**src/rtl/cpu_controller.sv**
```systemverilog
// cpu_controller: Moore sequencer for the simple-RISC datapath.
// Walks fetch, PC update, decode, operand read, execute, writeback and
// LDR/STR memory access, asserting one strobe per step.
module cpu_controller (
  input  logic       clk,
  input  logic       reset,
  input  logic [2:0] opcode,
  input  logic [1:0] op,
  output logic [2:0] nsel,
  output logic       loada,
  output logic       loadb,
  output logic       loadc,
  output logic       loads,
  output logic       asel,
  output logic       bsel,
  output logic [1:0] vsel,
  output logic       write,
  output logic       load_ir,
  output logic       load_pc,
  output logic       reset_pc,
  output logic       load_addr,
  output logic       addr_sel,
  output logic [1:0] mem_cmd,
  output logic       halted
);

  typedef enum logic [4:0] {
    S_RST, S_IF1, S_IF2, S_UPC, S_DEC, S_WIMM, S_GETA, S_GETB, S_EXE,
    S_CMPS, S_WRD, S_ADDR, S_LADDR, S_RD1, S_RD2, S_GETD, S_PASS, S_WR,
    S_HALT
  } state_t;

  localparam logic [4:0] I_LDR     = 5'b011_00;
  localparam logic [4:0] I_CMP     = 5'b101_01;
  localparam logic [4:0] I_MVN     = 5'b101_11;
  localparam logic [4:0] I_MOV_REG = 5'b110_00;

  state_t     state_q, state_d;
  logic [4:0] ins_q, ins_d;

  // State register and the instruction class captured while in DEC
  always_ff @(posedge clk) begin
    if (reset) begin
      state_q <= S_RST;
      ins_q   <= '0;
    end else begin
      state_q <= state_d;
      ins_q   <= ins_d;
    end
  end

  // Next-state logic; opcode/op are only looked at in DEC
  always_comb begin
    state_d = state_q;
    ins_d   = ins_q;
    case (state_q)
      S_RST:  state_d = S_IF1;
      S_IF1:  state_d = S_IF2;
      S_IF2:  state_d = S_UPC;
      S_UPC:  state_d = S_DEC;
      S_DEC: begin
        ins_d = {opcode, op};
        casez ({opcode, op})
          5'b110_10:                   state_d = S_WIMM;
          5'b110_00, 5'b101_11:        state_d = S_GETB;
          5'b101_00, 5'b101_01,
          5'b101_10, 5'b011_00,
          5'b100_00:                   state_d = S_GETA;
          5'b111_??:                   state_d = S_HALT;
          default:                     state_d = S_IF1;
        endcase
      end
      S_WIMM:  state_d = S_IF1;
      S_GETA:  state_d = (ins_q == I_LDR || ins_q == 5'b100_00) ? S_ADDR : S_GETB;
      S_GETB:  state_d = (ins_q == I_CMP) ? S_CMPS : S_EXE;
      S_EXE:   state_d = S_WRD;
      S_CMPS:  state_d = S_IF1;
      S_WRD:   state_d = S_IF1;
      S_ADDR:  state_d = S_LADDR;
      S_LADDR: state_d = (ins_q == I_LDR) ? S_RD1 : S_GETD;
      S_RD1:   state_d = S_RD2;
      S_RD2:   state_d = S_IF1;
      S_GETD:  state_d = S_PASS;
      S_PASS:  state_d = S_WR;
      S_WR:    state_d = S_IF1;
      S_HALT:  state_d = S_HALT;
      default: state_d = S_RST;
    endcase
  end

  // Moore outputs; reset forces RST values so no write lands mid-instruction
  always_comb begin
    nsel      = 3'b001;
    loada     = 1'b0;
    loadb     = 1'b0;
    loadc     = 1'b0;
    loads     = 1'b0;
    asel      = 1'b0;
    bsel      = 1'b0;
    vsel      = 2'b00;
    write     = 1'b0;
    load_ir   = 1'b0;
    load_pc   = 1'b0;
    reset_pc  = 1'b0;
    load_addr = 1'b0;
    addr_sel  = 1'b1;
    mem_cmd   = 2'b00;
    halted    = 1'b0;
    if (reset) begin
      reset_pc = 1'b1;
      load_pc  = 1'b1;
    end else begin
      case (state_q)
        S_RST:   begin reset_pc = 1'b1; load_pc = 1'b1; end
        S_IF1:   mem_cmd = 2'b01;
        S_IF2:   begin mem_cmd = 2'b01; load_ir = 1'b1; end
        S_UPC:   load_pc = 1'b1;
        S_WIMM:  begin vsel = 2'b01; write = 1'b1; end
        S_GETA:  loada = 1'b1;
        S_GETB:  begin nsel = 3'b100; loadb = 1'b1; end
        S_EXE:   begin
          loadc = 1'b1;
          asel  = (ins_q == I_MOV_REG) || (ins_q == I_MVN);
        end
        S_CMPS:  loads = 1'b1;
        S_WRD:   begin nsel = 3'b010; write = 1'b1; end
        S_ADDR:  begin bsel = 1'b1; loadc = 1'b1; end
        S_LADDR: load_addr = 1'b1;
        S_RD1:   begin addr_sel = 1'b0; mem_cmd = 2'b01; end
        S_RD2:   begin
          addr_sel = 1'b0;
          mem_cmd  = 2'b01;
          nsel     = 3'b010;
          vsel     = 2'b11;
          write    = 1'b1;
        end
        S_GETD:  begin nsel = 3'b010; loadb = 1'b1; end
        S_PASS:  begin asel = 1'b1; loadc = 1'b1; end
        S_WR:    begin addr_sel = 1'b0; mem_cmd = 2'b10; end
        S_HALT:  halted = 1'b1;
        default: ;
      endcase
    end
  end

endmodule

```
**config.mk**
```make
export PLATFORM = sky130hd
export DESIGN_NAME = cpu_controller
export DESIGN_NICKNAME = d
export VERILOG_FILES = /design/src/rtl/cpu_controller.sv
export SDC_FILE = /design/constraint.sdc
export NUM_CORES = 1
export LEC_CHECK = 0
export ABC_CLOCK_PERIOD_IN_PS = 2000
export BUFFER_PORTS_ARGS = -buffer_cell sky130_fd_sc_hd__buf_2
export CAP_MARGIN = 20
export CORE_MARGIN = 4
export CORE_UTILIZATION = 51
export CTS_CLUSTER_DIAMETER = 80
export DETAILED_ROUTE_END_ITERATION = 8
export PLACE_DENSITY = 0.81
export SLEW_MARGIN = 20
export SYNTH_ARGS = -nofsm -noshare
export SYNTH_HDL_FRONTEND = slang
export SYNTH_SLANG_ARGS = --single-unit
```
**constraint.sdc**
```tcl
create_clock -name clk -period 2 [get_ports clk]
set_input_delay 0.1 -clock clk [delete_from_list [all_inputs] [get_ports clk]]
set_output_delay 0.1 -clock clk [all_outputs]
set_load 0.01 [all_outputs]
```
# Yosys cells after proc, flatten, opt, wreduce, memory -nomap -nowiden
# Cells that the tools add are included.
[word_totals]
ff_bits = 10
latch_bits = 0
ramBits = 0
rom_bits = 0
in_bits = 7
out_inout_bits = 20
word_cells = 84
n_memories = 0
[classes]
addsub = 0
n_mul = 0
div_mod_pow = 0
magnitude_cmp = 0
n_eq_ne = 32
shift = 0
muxes = 37
n_bitwise = 0
n_reduce_logical = 13
[op_table]
columns = ["op", "count"]
rows = [
  ["$eq A5 B5 Y1 const B", 14],
  ["$pmux W5 S14", 1],
  ["$eq A5 B4 Y1 const B", 10],
  ["$mux W1", 26],
  ["$eq A5 B3 Y1 const B", 4],
  ["$pmux W5 S4", 1],
  ["$reduce_or A3 Y1", 4],
  ["$eq A5 B2 Y1 const B", 2],
  ["$pmux W2 S2", 2],
  ["$mux W2", 3],
  ["$pmux W3 S2", 1],
  ["$reduce_or A2 Y1", 3],
  ["$reduce_or A6 Y1", 1],
  ["$eq A5 B1 Y1 const B", 1],
  ["$logic_not A5 Y1", 1],
  ["$reduce_or A5 Y1", 1],
  ["$mux W4", 1],
  ["$reduce_or A4 Y1", 1],
  ["$eq A3 B3 Y1 const B", 1],
  ["$mux W3", 1],
  ["$logic_or A1 B1 Y1", 2],
  ["$pmux W1 S2", 1],
]

# Depth between registers and ports, before layout
[logic_depth]
word_depth = 4
depth_mapped = 6
depth_no_buf = 4

# Worst setup path before layout
# No wires, ideal clock.
[synth_timing]
path_kind = "reg2out"
startpoint = "register state_q[1]"
endpoint = "output nsel[0]"
arrival_time_ns = 1.423
required_ns = 1.900
setup_slack_ns = 0.477
stages_incl_launch_ff = 6
n_path_buf = 2
cell_sequence = "dfxtp_1 > clkbuf_1 > clkbuf_1 > nand2_1 > a211oi_1 > nor2_1"
[synth_via]
elab_chain_len = 4
word_cells_on_any_way = 7
classes_between = "eq/ne: 4; mux: 2; reduce/logical: 1"
[synth_lines]
columns = ["element", "line_no", "source"]
rows = [
  ["start, declared", "38", "state_t state_q, state_d;"],
  ["start signal, assigned", "47", "state_q <= state_d;"],
  ["$eq A5 B4 Y1", "113", "case (state_q)"],
  ["$reduce_or A3 Y1 (no source line)", "-", ""],
  ["$pmux W3 S2 *", "113", ""],
  ["$mux W3 *", "109", "if (reset) begin"],
  ["end, declared", "9", "output logic [2:0] nsel,"],
]
# Mark *: on every way between the ends. The rest lies on a longest branch, timed or not.

# Worst setup path in the final report
[layout_timing]
startpoint = "register state_q[2]"
endpoint = "output addr_sel"
[layout_via]
elab_chain_len = 4
word_cells_on_any_way = 6
classes_between = "eq/ne: 3; mux: 2; reduce/logical: 1"
[layout_lines]
columns = ["element", "line_no", "source"]
rows = [
  ["$eq A5 B5 Y1 / $eq A5 B4 Y1 (equally long branches)", "113", ""],
  ["$reduce_or A3 Y1 (no source line) *", "-", ""],
  ["$mux W1 *", "113", ""],
  ["$mux W1 *", "109", ""],
  ["end, declared", "22", "output logic addr_sel,"],
]
# Marks and branches as above.

==> out/results.ini <==
[global_route]
grt_max_degree=19
grt_overflow=0
grt_pass1_wl_mm=4.49
grt_antenna_before_repair=0
grt_usage_pct=21.8
grt_pass1_vias=1010

[floorplanning]
die_h_um=51.9
io_pins=27
die_x_um=51.9
rows=15
fp.coreArea_um2=1780
die-area_um2=2690
initial_core_util_pct=55.1

[synth]
ys_async_sr_fraction_pct=0
syn_avg_cell_area_um2=6.92
syn_inst=142
synth_commonest_cells=nor2_1, nand2_1, nor3_1
synth_area_leaders=dfxtp_1, nor3_1, nor2_1
yosysMostFrequentCell=nor2_1
yosysWarnings=0
synth.cell_area_um2=982
yosysTopAreaCell=dfxtp_1
synth_flop_cell=dfxtp_1
synth_top_area_share_pct=20.4
synth_edf_count=0
yosysUniqueCellTypes=43
synth_seq_cells=10
syn_nets=149
ys_seq_area_share_pct=20.4

[pwr]
power_frac_seq_pct=32.4
vdd_drop_max_mv=0.564
swShare_pct=47.9
p_switching_w=0.000522
p_int_w=0.000567
cellLeakagePower_nw=0.449
pwr-share-comb_pct=54.4
clockPowerShare_pct=13.3
cellPowerDensity_nw_per_um2=968

[setup_path]
arrival_ns=1.78
startpoint_type=flip-flop
critPathKind=reg2out
cp_max_fo=13
endpoint_kind=output port
rrSetupSlack_ns=0.43
cp-startpoint=state_q[2]$_SDFF_PP0_
worstPathRequired_ns=1.90
path_cells=buf_4 > or3b_2 > a21oi_1 > o21bai_1 > buf_2
reg2reg_from=ins_q[4]$_SDFFE_PP0P_
cp_slowest_cell=or3b_2
slowest_delay_ns=0.53

[clocking]
cts_tree=done
cts_hold_buf=0
clk_pin_slew_ns=0.08
postCtsSetupBuffers=0
root_buffer=clkbuf_4
insertion_delay_ns=0.28
htreeDepth=1
cts_sinks=10
cts_buffers=3
clockBufferDepth=2
cts_resized=0

[sta]
rsz0062_at_grt=no
setup_violations=0
setup_tns_ns=0
hold_slack_ns=0.160
post-route-min-period_ns=1.88
final_max_slew_viol_count=0
fin_crit_sh_pct=94.2
hold_viol=0
tightestPinTransition_ns=0.375
timing.fmax_mhz=531
slew_headroom_pct=74.9
worst_clock_skew_ns=0.0159

[drt]
drt-total-wl_mm=2.69
drt_iter0_drc=33
via_count=1077
drt_pre_antenna_iters=4
drtAntennaViolNets=0
drc=0
wire_per_inst_um=14.6
via_per_inst=5.85

[outcome]
status=completed

[cells_and_area]
nNetsFinal=168
num_antenna_cells=0
fillers=163
layout-drive-gt1-share_pct=25.2
synthToLayoutAreaGrowth_pct=14.6

[placement]
dp_hpwl_mm=1.99
place.gp.congestion=0.861
port_buffers=26

[min_path]
min_from=op[0]
hold_class=in2reg

[run]
cap_violations=0

## flip-flops by register name, indices dropped and copies added (netlist names)
signal / cells
state_q: 5
ins_q: 5
## cells by family after synthesis
kind of cell | after synthesis | synth area share [%]
AND/OR/NAND/NOR | 67 | 36.7
AO/OA/AOI/OAI | 36 | 26.1
buffers and inverters | 21 | 9.04
multiplexers | 5 | 5.10
flip-flops | 10 | 20.4
XOR/XNOR | 3 | 2.68
## cell type report
class                           instances  area, um^2  share of cell area [%]
Tap cell                               25        31.3                    2.78
Multi-Input combinational cell        111         693                    61.6
Timing Repair Buffer                   29         153                    13.6
Clock buffer                            3        22.5                    2.00
Inverter                                6        22.5                    2.00
Sequential cell                        10         204                    18.1
## stage by stage
step	cells	util, %	worst slack [ns]	power (W)	area, um^2
after floorplan	142	-	0.477	0.000795	982
after global placement	181	61.7	0.423	0.000916	1100
after detailed placement	181	61.7	0.378	0.000937	1100
after CTS	184	62.9	0.0920	0.00108	1120
after global routing	184	63.2	0.0525	0.00118	1130
final	184	63.2	0.116	0.00109	1130
## critical path, delay by kind of cell, from the launching register on
kind | cells | cell delay (ns)
and+or+nand+nor | 1 | 0.53
DFF | 1 | 0.37
buffers and inverters | 2 | 0.35
AOI/OAI and AO/OA | 2 | 0.25
## routing by layer
layer | vias to the layer above | global-route usage (%) | part of all wire, %
li1 | 551 | - | -
met1 | 487 | 29.4 | 44
met2 | 37 | 33.1 | 50
met3 | 2 | 6.88 | 6.0
met4 | 0 | 6.11 | 0.41
met5 | - | 0 | 0
## power groups by stage
stage	Sequential [W]	Combinational (W)	Clock, W
detailed placement	0.000350	0.000587	0
CTS	0.000345	0.000588	0.000146
global route	0.000365	0.000656	0.000155
floorplan	0.000257	0.000538	0
finish	0.000353	0.000592	0.000144
global placement	0.000345	0.000571	0
## placed cells by master (no fill, tap or decap), drive strengths merged, types with 2 or more instances in the layout
cell type	count
or3b	3
a21o	3
o21ai	3
a21oi	6
nor2	15
buf	29
xor2	2
a211oi	3
a22oi	2
dfxtp	10
or2	2
nand2	13
nand3b	2
o32ai	2
o22a	3
nor3	14
nor2b	2
inv	6
clkbuf	3
o22ai	2
o21bai	3
nor4	5
mux2i	5
a31oi	2
nand2b	5
## final timing paths
kind	endpoint	cells after the start
setup / recovery	addr_sel	5
hold / removal	ins_q[0]$_SDFFE_PP0P_	3
setup reg to reg	state_q[3]$_SDFF_PP0_	4
hold reg to reg	ins_q[2]$_SDFFE_PP0P_	2
(Power assumes the default switching activity.)
